[config.mk]
export PLATFORM = sky130hd
export DESIGN_NAME = serial_subtractor
export DESIGN_NICKNAME = d
export VERILOG_FILES = /design/src/rtl/serial_subtractor_pkg.sv /design/src/rtl/serial_subtractor_full_subtractor.sv /design/src/rtl/serial_subtractor.sv
export SDC_FILE = /design/constraint.sdc
export NUM_CORES = 1
export LEC_CHECK = 0
export ABC_AREA = 1
export CAP_MARGIN = 20
export CORE_MARGIN = 5
export CORE_UTILIZATION = 30
export CTS_CLUSTER_SIZE = 30
export DETAILED_ROUTE_END_ITERATION = 16
export PLACE_DENSITY = 0.6
export SLEW_MARGIN = 20
export SYNTH_ARGS = -nofsm -noshare
export SYNTH_HDL_FRONTEND = slang
export SYNTH_SLANG_ARGS = --single-unit
[constraint.sdc]
create_clock -name clk -period 1.7 [get_ports clk]
set_input_delay 0.51 -clock clk [delete_from_list [all_inputs] [get_ports clk]]
set_output_delay 0.51 -clock clk [all_outputs]
set_load 0.01 [all_outputs]
[src/rtl/serial_subtractor_pkg.sv]
// serial_subtractor_pkg: shared state encoding and default operand width.
package serial_subtractor_pkg;
    localparam int DEFAULT_WIDTH = 3;
    typedef enum logic [1:0] {IDLE, SUB, DONE} state_e;
endpackage

[src/rtl/serial_subtractor_full_subtractor.sv]
// full_subtractor: 1-bit a - b - bin with borrow out.
module full_subtractor (
    input  logic ai,
    input  logic bi,
    input  logic bin,
    output logic diff,
    output logic bout
);
    assign diff = ai ^ bi ^ bin;
    assign bout = (~ai & bi) | (~(ai ^ bi) & bin);
endmodule

[src/rtl/serial_subtractor.sv]
// serial_subtractor: bit-serial, LSB-first a - b producing difference, borrow and overflow.
module serial_subtractor
    import serial_subtractor_pkg::*;
#(
    parameter int WIDTH = DEFAULT_WIDTH
) (
    input  logic             clk,
    input  logic             rst_n,
    input  logic             start,
    input  logic [WIDTH-1:0] a,
    input  logic [WIDTH-1:0] b,
    output logic [WIDTH-1:0] y,
    output logic             bout,
    output logic             ovf,
    output logic             busy,
    output logic             done
);
    localparam int CW = $clog2(WIDTH + 1);
    localparam logic [CW-1:0] LAST = CW'(WIDTH - 1);

    state_e           state_q, state_d;
    logic [WIDTH-1:0] a_q, a_d, b_q, b_d, r_q, r_d, y_q, y_d;
    logic [CW-1:0]    cnt_q, cnt_d;
    logic             brw_q, brw_d, bout_q, bout_d, ovf_q, ovf_d;
    logic             diff, bnext;
    logic [WIDTH-1:0] r_shift;

    full_subtractor u_fs (
        .ai  (a_q[0]),
        .bi  (b_q[0]),
        .bin (brw_q),
        .diff(diff),
        .bout(bnext)
    );

    assign r_shift = {diff, r_q[WIDTH-1:1]};

    always_comb begin
        state_d = state_q;
        a_d     = a_q;
        b_d     = b_q;
        r_d     = r_q;
        y_d     = y_q;
        cnt_d   = cnt_q;
        brw_d   = brw_q;
        bout_d  = bout_q;
        ovf_d   = ovf_q;
        if (state_q == IDLE) begin
            if (start) begin
                state_d = SUB;
                a_d     = a;
                b_d     = b;
                r_d     = '0;
                cnt_d   = '0;
                brw_d   = 1'b0;
            end
        end else if (state_q == SUB) begin
            a_d   = a_q >> 1;
            b_d   = b_q >> 1;
            r_d   = r_shift;
            brw_d = bnext;
            cnt_d = cnt_q + 1'b1;
            // On the MSB bit a_q[0]/b_q[0] hold the operand sign bits.
            if (cnt_q == LAST) begin
                state_d = DONE;
                y_d     = r_shift;
                bout_d  = bnext;
                ovf_d   = (a_q[0] != b_q[0]) & (diff != a_q[0]);
            end
        end else begin
            state_d = IDLE;
        end
    end

    always_ff @(posedge clk or negedge rst_n) begin
        if (!rst_n) begin
            state_q <= IDLE;
            a_q     <= '0;
            b_q     <= '0;
            r_q     <= '0;
            y_q     <= '0;
            cnt_q   <= '0;
            brw_q   <= 1'b0;
            bout_q  <= 1'b0;
            ovf_q   <= 1'b0;
        end else begin
            state_q <= state_d;
            a_q     <= a_d;
            b_q     <= b_d;
            r_q     <= r_d;
            y_q     <= y_d;
            cnt_q   <= cnt_d;
            brw_q   <= brw_d;
            bout_q  <= bout_d;
            ovf_q   <= ovf_d;
        end
    end

    assign y    = y_q;
    assign bout = bout_q;
    assign ovf  = ovf_q;
    assign busy = (state_q == SUB);
    assign done = (state_q == DONE);
endmodule

==> After elaboration in Yosys (flattened, before gate mapping) <==
Cells that the tools add are included.
{ "classes": {"bitwise": 9, "n_reduce_logical": 5, "eq_ne": 7, "mux": 19, "add_sub_neg": 1} }
{ "op_table": {"columns": ["operator", "n"], "rows": [
  ["$mux W3", 9],
  ["$mux W2", 7],
  ["$eq A2 B2 Y1 const B", 2],
  ["$reduce_and A2 Y1", 2],
  ["$and A1 B1 Y1", 3],
  ["$mux W1", 3],
  ["$ne A3 B1 Y1 const B", 1],
  ["$not A1 Y1", 3],
  ["$reduce_and A3 Y1", 1],
  ["$add A2 B1 Y2 const B", 1],
  ["$eq A2 B1 Y1 const B", 1],
  ["$logic_not A2 Y1", 1],
  ["$ne A1 B1 Y1", 2],
  ["$ne A2 B2 Y1 const B", 1],
  ["$reduce_bool A2 Y1", 1],
  ["$xor A1 B1 Y1", 2],
  ["$or A1 B1 Y1", 1]
]} }
{ "word_totals": {"reg_bits": 19, "wordCells": 50, "output_inout_bits": 7} }

==> Depth between registers and ports, before layout <==
Gate-level depths: netlist of run 1.
{ "depth": {"depth_word": 6, "ltp_mapped": 6, "depth_no_buf": 6} }

==> Hierarchy <==
Synthesis of run 1 repeated with hierarchy kept, for this count alone.
{ "hier_totals": {"hier_cells": 94, "hier_area_um2": 823.3} }
{ "modules_own_cells": {"columns": ["mod", "cells_per_inst", "n_inst", "area_per_inst_um2"], "rows": [
  ["serial_subtractor", 90, 1, 792.0],
  ["full_subtractor", 4, 1, 31.3]
]} }

==> Worst setup path before layout of run 1 <==
OpenSTA, ideal clock, no wires.
{ "synth_path": {"kind": "reg-to-reg", "startpoint": "reg b_q[0]", "endpoint": "reg ovf_q (netlist: ovf)", "slack_ps": 294, "t_required_ps": 1583, "path_buffers": 0, "arrival_ps": 1289, "path_stages_with_launch": 6, "setup_ps": 117, "period_less_slack_ps": 1406, "cell_sequence": "dfrtp_1 > inv_1 > fa_1 > or2_2 > nand3_1 > nand2_1"} }
{ "synth_via": {"elab_chain_len": 4} }
{ "synth_rtl": {"columns": ["item", "line_no", "text"], "rows": [
  ["from (decl)", "serial_subtractor.sv:22", "logic [WIDTH-1:0] a_q, a_d, b_q, b_d, r_q, r_d, y_q, y_d;"],
  ["from (signal assigned)", "serial_subtractor.sv:79", "b_q <= '0;"],
  ["from (signal assigned)", "serial_subtractor.sv:89", "b_q <= b_d;"],
  ["$xor A1 B1 Y1 (2 in a row)", "serial_subtractor_full_subtractor.sv:9", "assign diff = ai ^ bi ^ bin;"],
  ["via diff", "serial_subtractor.sv:25", "logic diff, bnext;"],
  ["$ne A1 B1 Y1", "serial_subtractor.sv:68", "ovf_d = (a_q[0] != b_q[0]) & (diff != a_q[0]);"],
  ["$and A1 B1 Y1", "serial_subtractor.sv:68", null],
  ["to (signal assigned)", "serial_subtractor.sv:95", "ovf_q <= ovf_d;"],
  ["to (decl)", "serial_subtractor.sv:24", "logic brw_q, brw_d, bout_q, bout_d, ovf_q, ovf_d;"]
]} }
The timed path passes the listed nets, and every way through them passes these cells.
A chain may end at the register's enable or synchronous reset.

==> Worst setup path after layout of run 1 <==
{ "layout_path": {"startpoint": "reg state_q[1]", "endpoint": "out done"} }
{ "layout_via": {"elab_chain_len": 1} }
{ "layout_rtl": {"columns": ["item", "line_no", "text"], "rows": [
  ["from (decl)", "serial_subtractor.sv:21", "state_e state_q, state_d;"],
  ["from (signal assigned)", "serial_subtractor.sv:87", "state_q <= state_d;"],
  ["$eq A2 B2 Y1", "serial_subtractor.sv:103", "assign done = (state_q == DONE);"],
  ["to (decl)", "serial_subtractor.sv:16", "output logic done"]
]} }
No other way between the ends.

==> results of run 1 <==
## routing by layer
layer,part of all wire,vias to the layer above
met4,0.013,0
met3,0.035,2
li1,-,335
met2,0.47,10
met1,0.48,316
met5,0,-
## final cells by class
cell class,instances,share of cell area
clock buffers,4,0.0338
inverters,12,0.0420
repair buffers,20,0.168
multi-input cells,60,0.299
well taps,31,0.0362
flip-flops and latches,18,0.421
## what timing repair did
action	CTS	global route
setup endpoints to repair	7	1
cloned	0	0
gates resized for setup	8	1
setup buffers	1	0
hold buffers	0	0
## worst min path at each step
stage | cells past startpoint | from | to | slack, ns
6_report | 2 | y[0]$_DFFE_PN0P_ | y[0]$_DFFE_PN0P_ | 0.48
5_1_grt | 2 | r_q[1]$_DFFE_PN0P_ | y[0]$_DFFE_PN0P_ | 0.51
2_1_floorplan | 0 | rst_n | a_q[0]$_DFFE_PN0P_ | 0.21
4_1_cts | 2 | r_q[1]$_DFFE_PN0P_ | y[0]$_DFFE_PN0P_ | 0.49
3_3_place_gp | 2 | r_q[1]$_DFFE_PN0P_ | y[0]$_DFFE_PN0P_ | 0.46
3_5_place_dp | 2 | r_q[1]$_DFFE_PN0P_ | y[0]$_DFFE_PN0P_ | 0.46
## flip-flops by register name, indices dropped and copies added (netlist names)
name,flops
a_q,3
brw_q,1
cnt_q,2
bout,1
y,3
r_q,2
state_q,2
b_q,3
ovf,1
## per-stage QoR
stage	cell area (sq um)	util	hold WS (ns)	total power [mW]	instances
after global routing	1070	0.399	0.514	2.11	145
after CTS	1070	0.399	0.491	1.93	145
after floorplan	821	-	0.214	1.32	91
final	1070	0.399	0.482	1.91	145
after global placement	1030	0.385	0.460	1.68	140
after detailed placement	1030	0.385	0.464	1.70	140
## logic make-up after synthesis
group	synth area share
fa+ha+maj	0.0549
flops	0.549
buf+inv	0.0610
simple gates	0.227
compound gates	0.108
## power by group through the flow
stage               Combinational (mW)  Sequential [mW]  Clock [mW]
global route                      1.07            0.749       0.291
detailed placement               0.955            0.743           0
global placement                 0.946            0.736           0
floorplan                        0.577            0.748           0
CTS                              0.928            0.731       0.270
finish                           0.917            0.728       0.263
## worst min-delay path, cell delays in order, from the launching register on
cell and delay [ns]:
dfrtp_1 0.35, nand2_1 0.05, nand2_1 0.05
## cells in the final DEF, fill, tap and decap left out, drive strengths merged
master         count
nor2               3
fa                 1
nand4              2
or2                5
clkdlybuf4s15      1
ha                 2
buf                5
o21ai             15
dfrtp             18
clkbuf             4
dlygate4sd2        6
nand2             25
inv               12
clkdlybuf4s50      8
a21oi              2
nand3              5
==> results.sh, run 1 <==
export IMPL_internal_power_mw=1.15
export IMPL_power_switching_mw=0.762
export IMPL_die_width_um=62.3
export IMPL_maxSlewHeadroom=0.761
export IMPL_busiest_layer="met2"
export IMPL_ys_warn_count=0
export IMPL_place_hpwl_um=1220
export IMPL_grt_pass1_vias=644
export IMPL_cts_root_buffer="clkbuf_4"
export IMPL_groute_usage_overall=0.0916
export IMPL_met3_usage=0.0198
export IMPL_async_flop_share=1.00
export IMPL_clk_pin_slew_ns=0.11
export IMPL_crit_slowest_cell="dfrtp_2"
export IMPL_status="finished clean"
export IMPL_drc=0
export IMPL_regArea_sq_um=452
export IMPL_via_per_inst=4.57
export IMPL_grt_setup_unrepaired="no"
export IMPL_min_path_type="register to register"
export IMPL_synth_cell_types=18
export IMPL_dr_pass1_iters=3
export IMPL_fillers=283
export IMPL_endpoint="done"
export IMPL_grt_use_met1=0.118
export IMPL_ios=16
export IMPL_io_buffer_count=15
export IMPL_cts_tree="built"
export IMPL_multiInputGateArea_sq_um=320
export IMPL_skew_ns=0.00343
export IMPL_max_cap_viol_count=0
export IMPL_start_kind="register"
export IMPL_cp_arrival_ns=1.12
export IMPL_n_antenna_cell=0
export IMPL_drive_gt1_frac=0.149
export IMPL_rrSetupSlack_ns=0.22
export IMPL_place_ws_ns=0.0551
export IMPL_ys_flop_type="dfrtp_1"
export IMPL_totalWireLength_um=1620
export IMPL_netlist_area_leader_share=0.549
export IMPL_drv_slew=0
export IMPL_numCtsBuffers=3
export IMPL_reg2reg_depth=5
export IMPL_nNetsFinal=127
export IMPL_grt_first_pass_wirelength_um=2920
export IMPL_fin_ws_ns=0.0701
export IMPL_crit_path_end_kind="output port"
export IMPL_p_clk_frac=0.138
export IMPL_cts_num_sinks=18
export IMPL_cp_num_cells=3
export IMPL_gp_congestion=0.776
export IMPL_slowest_delay_ns=0.45
export IMPL_p_leak_nw=0.530
export IMPL_yosys_area_top_type="dfrtp_1"
export IMPL_num_vias=663
export IMPL_setup_viol=0
export IMPL_synth_edff_count=0
export IMPL_finalSetupTns_ns=0
export IMPL_vdd_drop_max_uv=937
export IMPL_die_area_sq_um=3880
export IMPL_routedWlPerCell_um=11.2
export IMPL_yosysMostFrequentCell="nand2_1"
export IMPL_final_min_clock_period_ns=1.63
export IMPL_initial_core_util=0.306
export IMPL_die_h_um=62.3
export IMPL_synth_seq_cells=18
export IMPL_avgSynthCellArea_sq_um=9.02
export IMPL_crit_required_ns=1.19
export IMPL_r2r_start="b_q[0]$_DFFE_PN0P_"
export IMPL_ys_top_cells_by_area="dfrtp_1 55%, nand2_1 11%, o21ai_0 6.7%"
export IMPL_syn_nets=103
export IMPL_met2_usage=0.142
export IMPL_sw_frac_of_total=0.400
export IMPL_postRouteAntennaNets=0
export IMPL_path_buf_inv=2
export IMPL_r2r_end="ovf$_DFFE_PN0P_"
export IMPL_yosysSeqAreaShare=0.549
export IMPL_tightest_slew_ns=0.359
export IMPL_critical_path_startpoint="state_q[1]$_DFFE_PN0P_"
export IMPL_combPwrFrac=0.481
export IMPL_h_tree_depth=1
export IMPL_power_density_nw_per_um2=1780
export IMPL_crit_chain="inv_2 -> nor2_1 -> dlygate4sd2_1"
export IMPL_syn_area_sq_um=821
export IMPL_coreArea_sq_um=2690
export IMPL_power_share_sequential=0.382
export IMPL_grt_overflow_total=0
export IMPL_clk_latency_ns=0.29
export IMPL_crit_type="register to output port"
export IMPL_grt_max_degree=19
export IMPL_rows=19
export IMPL_fmax_mhz=614
export IMPL_cp_max_fo=3
export IMPL_antenna_found_initial=0
export IMPL_syn_inst=91
export IMPL_syn_to_final_growth_pct=30.6
export IMPL_drtIter0Drc=4
export IMPL_cp_top_family="flip-flops"
export IMPL_yosys_top_cells_count="23 x nand2_1, 18 x dfrtp_1, 11 x o21ai_0"
export IMPL_clock_path_buffers=2
export IMPL_finalCritPeriodShare=0.959
export IMPL_finalHoldViolCount=0
(Power assumes the default switching activity.)
==> run 2, diff against run 1 <==
Settings changed: GPL_TIMING_DRIVEN from default to 0.
==> run 2 against run 1 <==
Against the previous run: sequential power about the same; sequential share of layout area increased by 0.55 points; combinational power decreased by 0.7%; die area unchanged; final cell count decreased by 1.4%; global-route usage increased by 0.24 points; first-iteration DRC count unchanged; clock power increased by 2%; wire length increased by 0.74%; count of clock-buffer cells in the layout unchanged.
==> results.sh, run 2 (synthesis gave the netlist of run 1 again) <==
export IMPL_status="finished clean"
export IMPL_place_hpwl_um=1160
export IMPL_drc=0
export IMPL_drive_gt1_frac=0.152
export IMPL_antenna_found_initial=0
export IMPL_dr_pass1_iters=4
export IMPL_place_ws_ns=-0.0505
export IMPL_finalSetupTns_ns=0
export IMPL_tightest_slew_ns=0.828
export IMPL_gp_congestion=0.759
export IMPL_p_leak_nw=0.521
export IMPL_h_tree_depth=1
export IMPL_grt_pass1_vias=690
export IMPL_placed_area_sq_um=1010
export IMPL_cp_arrival_ns=1.12
export IMPL_cts_tree="built"
export IMPL_rrSetupSlack_ns=0.22
export IMPL_final_min_clock_period_ns=1.63
export IMPL_die_h_um=62.3
export IMPL_cp_max_fo=6
export IMPL_final_common_cell="nand2_1"
export IMPL_die_area_sq_um=3880
export IMPL_crit_type="register to output port"
export IMPL_ios=16
export IMPL_max_cap_viol_count=0
export IMPL_setup_viol=0
export IMPL_routedWlPerCell_um=11.4
export IMPL_clk_pin_slew_ns=0.11
export IMPL_rows=19
export IMPL_drtIter0Drc=4
export IMPL_fmax_mhz=615
export IMPL_die_width_um=62.3
export IMPL_n_antenna_cell=0
export IMPL_min_path_type="register to register"
export IMPL_totalWireLength_um=1640
export IMPL_cts_root_buffer="clkbuf_4"
export IMPL_power_mw=1.91
export IMPL_crit_required_ns=1.19
export IMPL_vdd_drop_max_uv=881
export IMPL_syn_to_final_growth_pct=29.0
export IMPL_grt_max_degree=19
export IMPL_grt_first_pass_wirelength_um=2990
export IMPL_cts_hold_buf=0
export IMPL_most_common_layout_cells="23 x nand2_1, 17 x dfrtp_1, 11 x o21ai_0, 10 x inv_1, 8 x clkdlybuf4s50_1"
export IMPL_final_util=0.394
export IMPL_groute_usage_overall=0.0940
export IMPL_maxSlewHeadroom=0.446
export IMPL_grt_setup_unrepaired="no"
export IMPL_final_area_sq_um=1060
export IMPL_finalCritPeriodShare=0.957
export IMPL_via_per_inst=4.55
export IMPL_start_kind="register"
export IMPL_power_density_nw_per_um2=1800
export IMPL_nNetsFinal=125
export IMPL_crit_path_end_kind="output port"
export IMPL_initial_core_util=0.306
export IMPL_postRouteAntennaNets=0
export IMPL_io_buffer_count=15
export IMPL_num_vias=650
export IMPL_grt_overflow_total=0
export IMPL_clk_latency_ns=0.29
export IMPL_cts_num_sinks=18
export IMPL_numCtsBuffers=3
export IMPL_coreArea_sq_um=2690
export IMPL_clock_path_buffers=2
export IMPL_skew_ns=0.00769
export IMPL_drv_slew=0
export IMPL_fin_ws_ns=0.0732
export IMPL_finalHoldViolCount=0
==> run 2: final timing paths <==
check,from,endpoint,depth (start not counted)
max in group asynchronous,rst_n,state_q[1]$_DFFE_PN0P_,1
min reg2reg,r_q[1]$_DFFE_PN0P_,y[0]$_DFFE_PN0P_,2
max reg2reg,b_q[0]$_DFFE_PN0P_,ovf$_DFFE_PN0P_,5
max,state_q[1]$_DFFE_PN0P_,done,4
min in group asynchronous,rst_n,ovf$_DFFE_PN0P_,1
min,r_q[1]$_DFFE_PN0P_,y[0]$_DFFE_PN0P_,2
==> run 2: timing repair <==
item / in CTS / in global routing
endpoints found under the setup margin: 7 / 1
gates resized for setup: 15 / 2
setup buffers: 2 / 0
==> run 2: metrics by stage <==
| stage | hold slack, ns | cells |
|---|---|---|
| after floorplan | 0.214 | 91 |
| after global placement | 0.459 | 137 |
| after detailed placement | 0.461 | 137 |
| after CTS | 0.488 | 143 |
| after global routing | 0.524 | 143 |
| final | 0.485 | 143 |
==> run 2: layout make-up <==
| type | count | area, sq um |
|---|---|---|
| plain buffers | 1 | 11.3 |
| flip-flops and latches | 18 | 452 |
| repair buffers | 17 | 153 |
| clock buffers | 4 | 36.3 |
| fillers | 283 | 1630 |
| well taps | 31 | 38.8 |
| inverters | 12 | 47.5 |
| multi-input cells | 60 | 320 |
==> run 2: worst max-delay path, stage by stage (launching register included) <==
cell	delay, ns
dfrtp_2	0.45
buf_6	0.14
inv_4	0.07
nor2_1	0.04
buf_2	0.13
==> run 2: power breakdown <==
| part | internal, mW | switching [mW] | total [mW] |
|---|---|---|---|
| Combinational | 0.387 | 0.524 | 0.911 |
| Sequential | 0.618 | 0.110 | 0.728 |
| Clock | 0.130 | 0.136 | 0.267 |
==> run 2: layer usage <==
layer / share of wire / global-route usage
met1: 0.48 / 0.113
met2: 0.49 / 0.158
met3: 0.026 / 0.0180
met4: 0.0061 / 0.0477
met5: 0 / 0
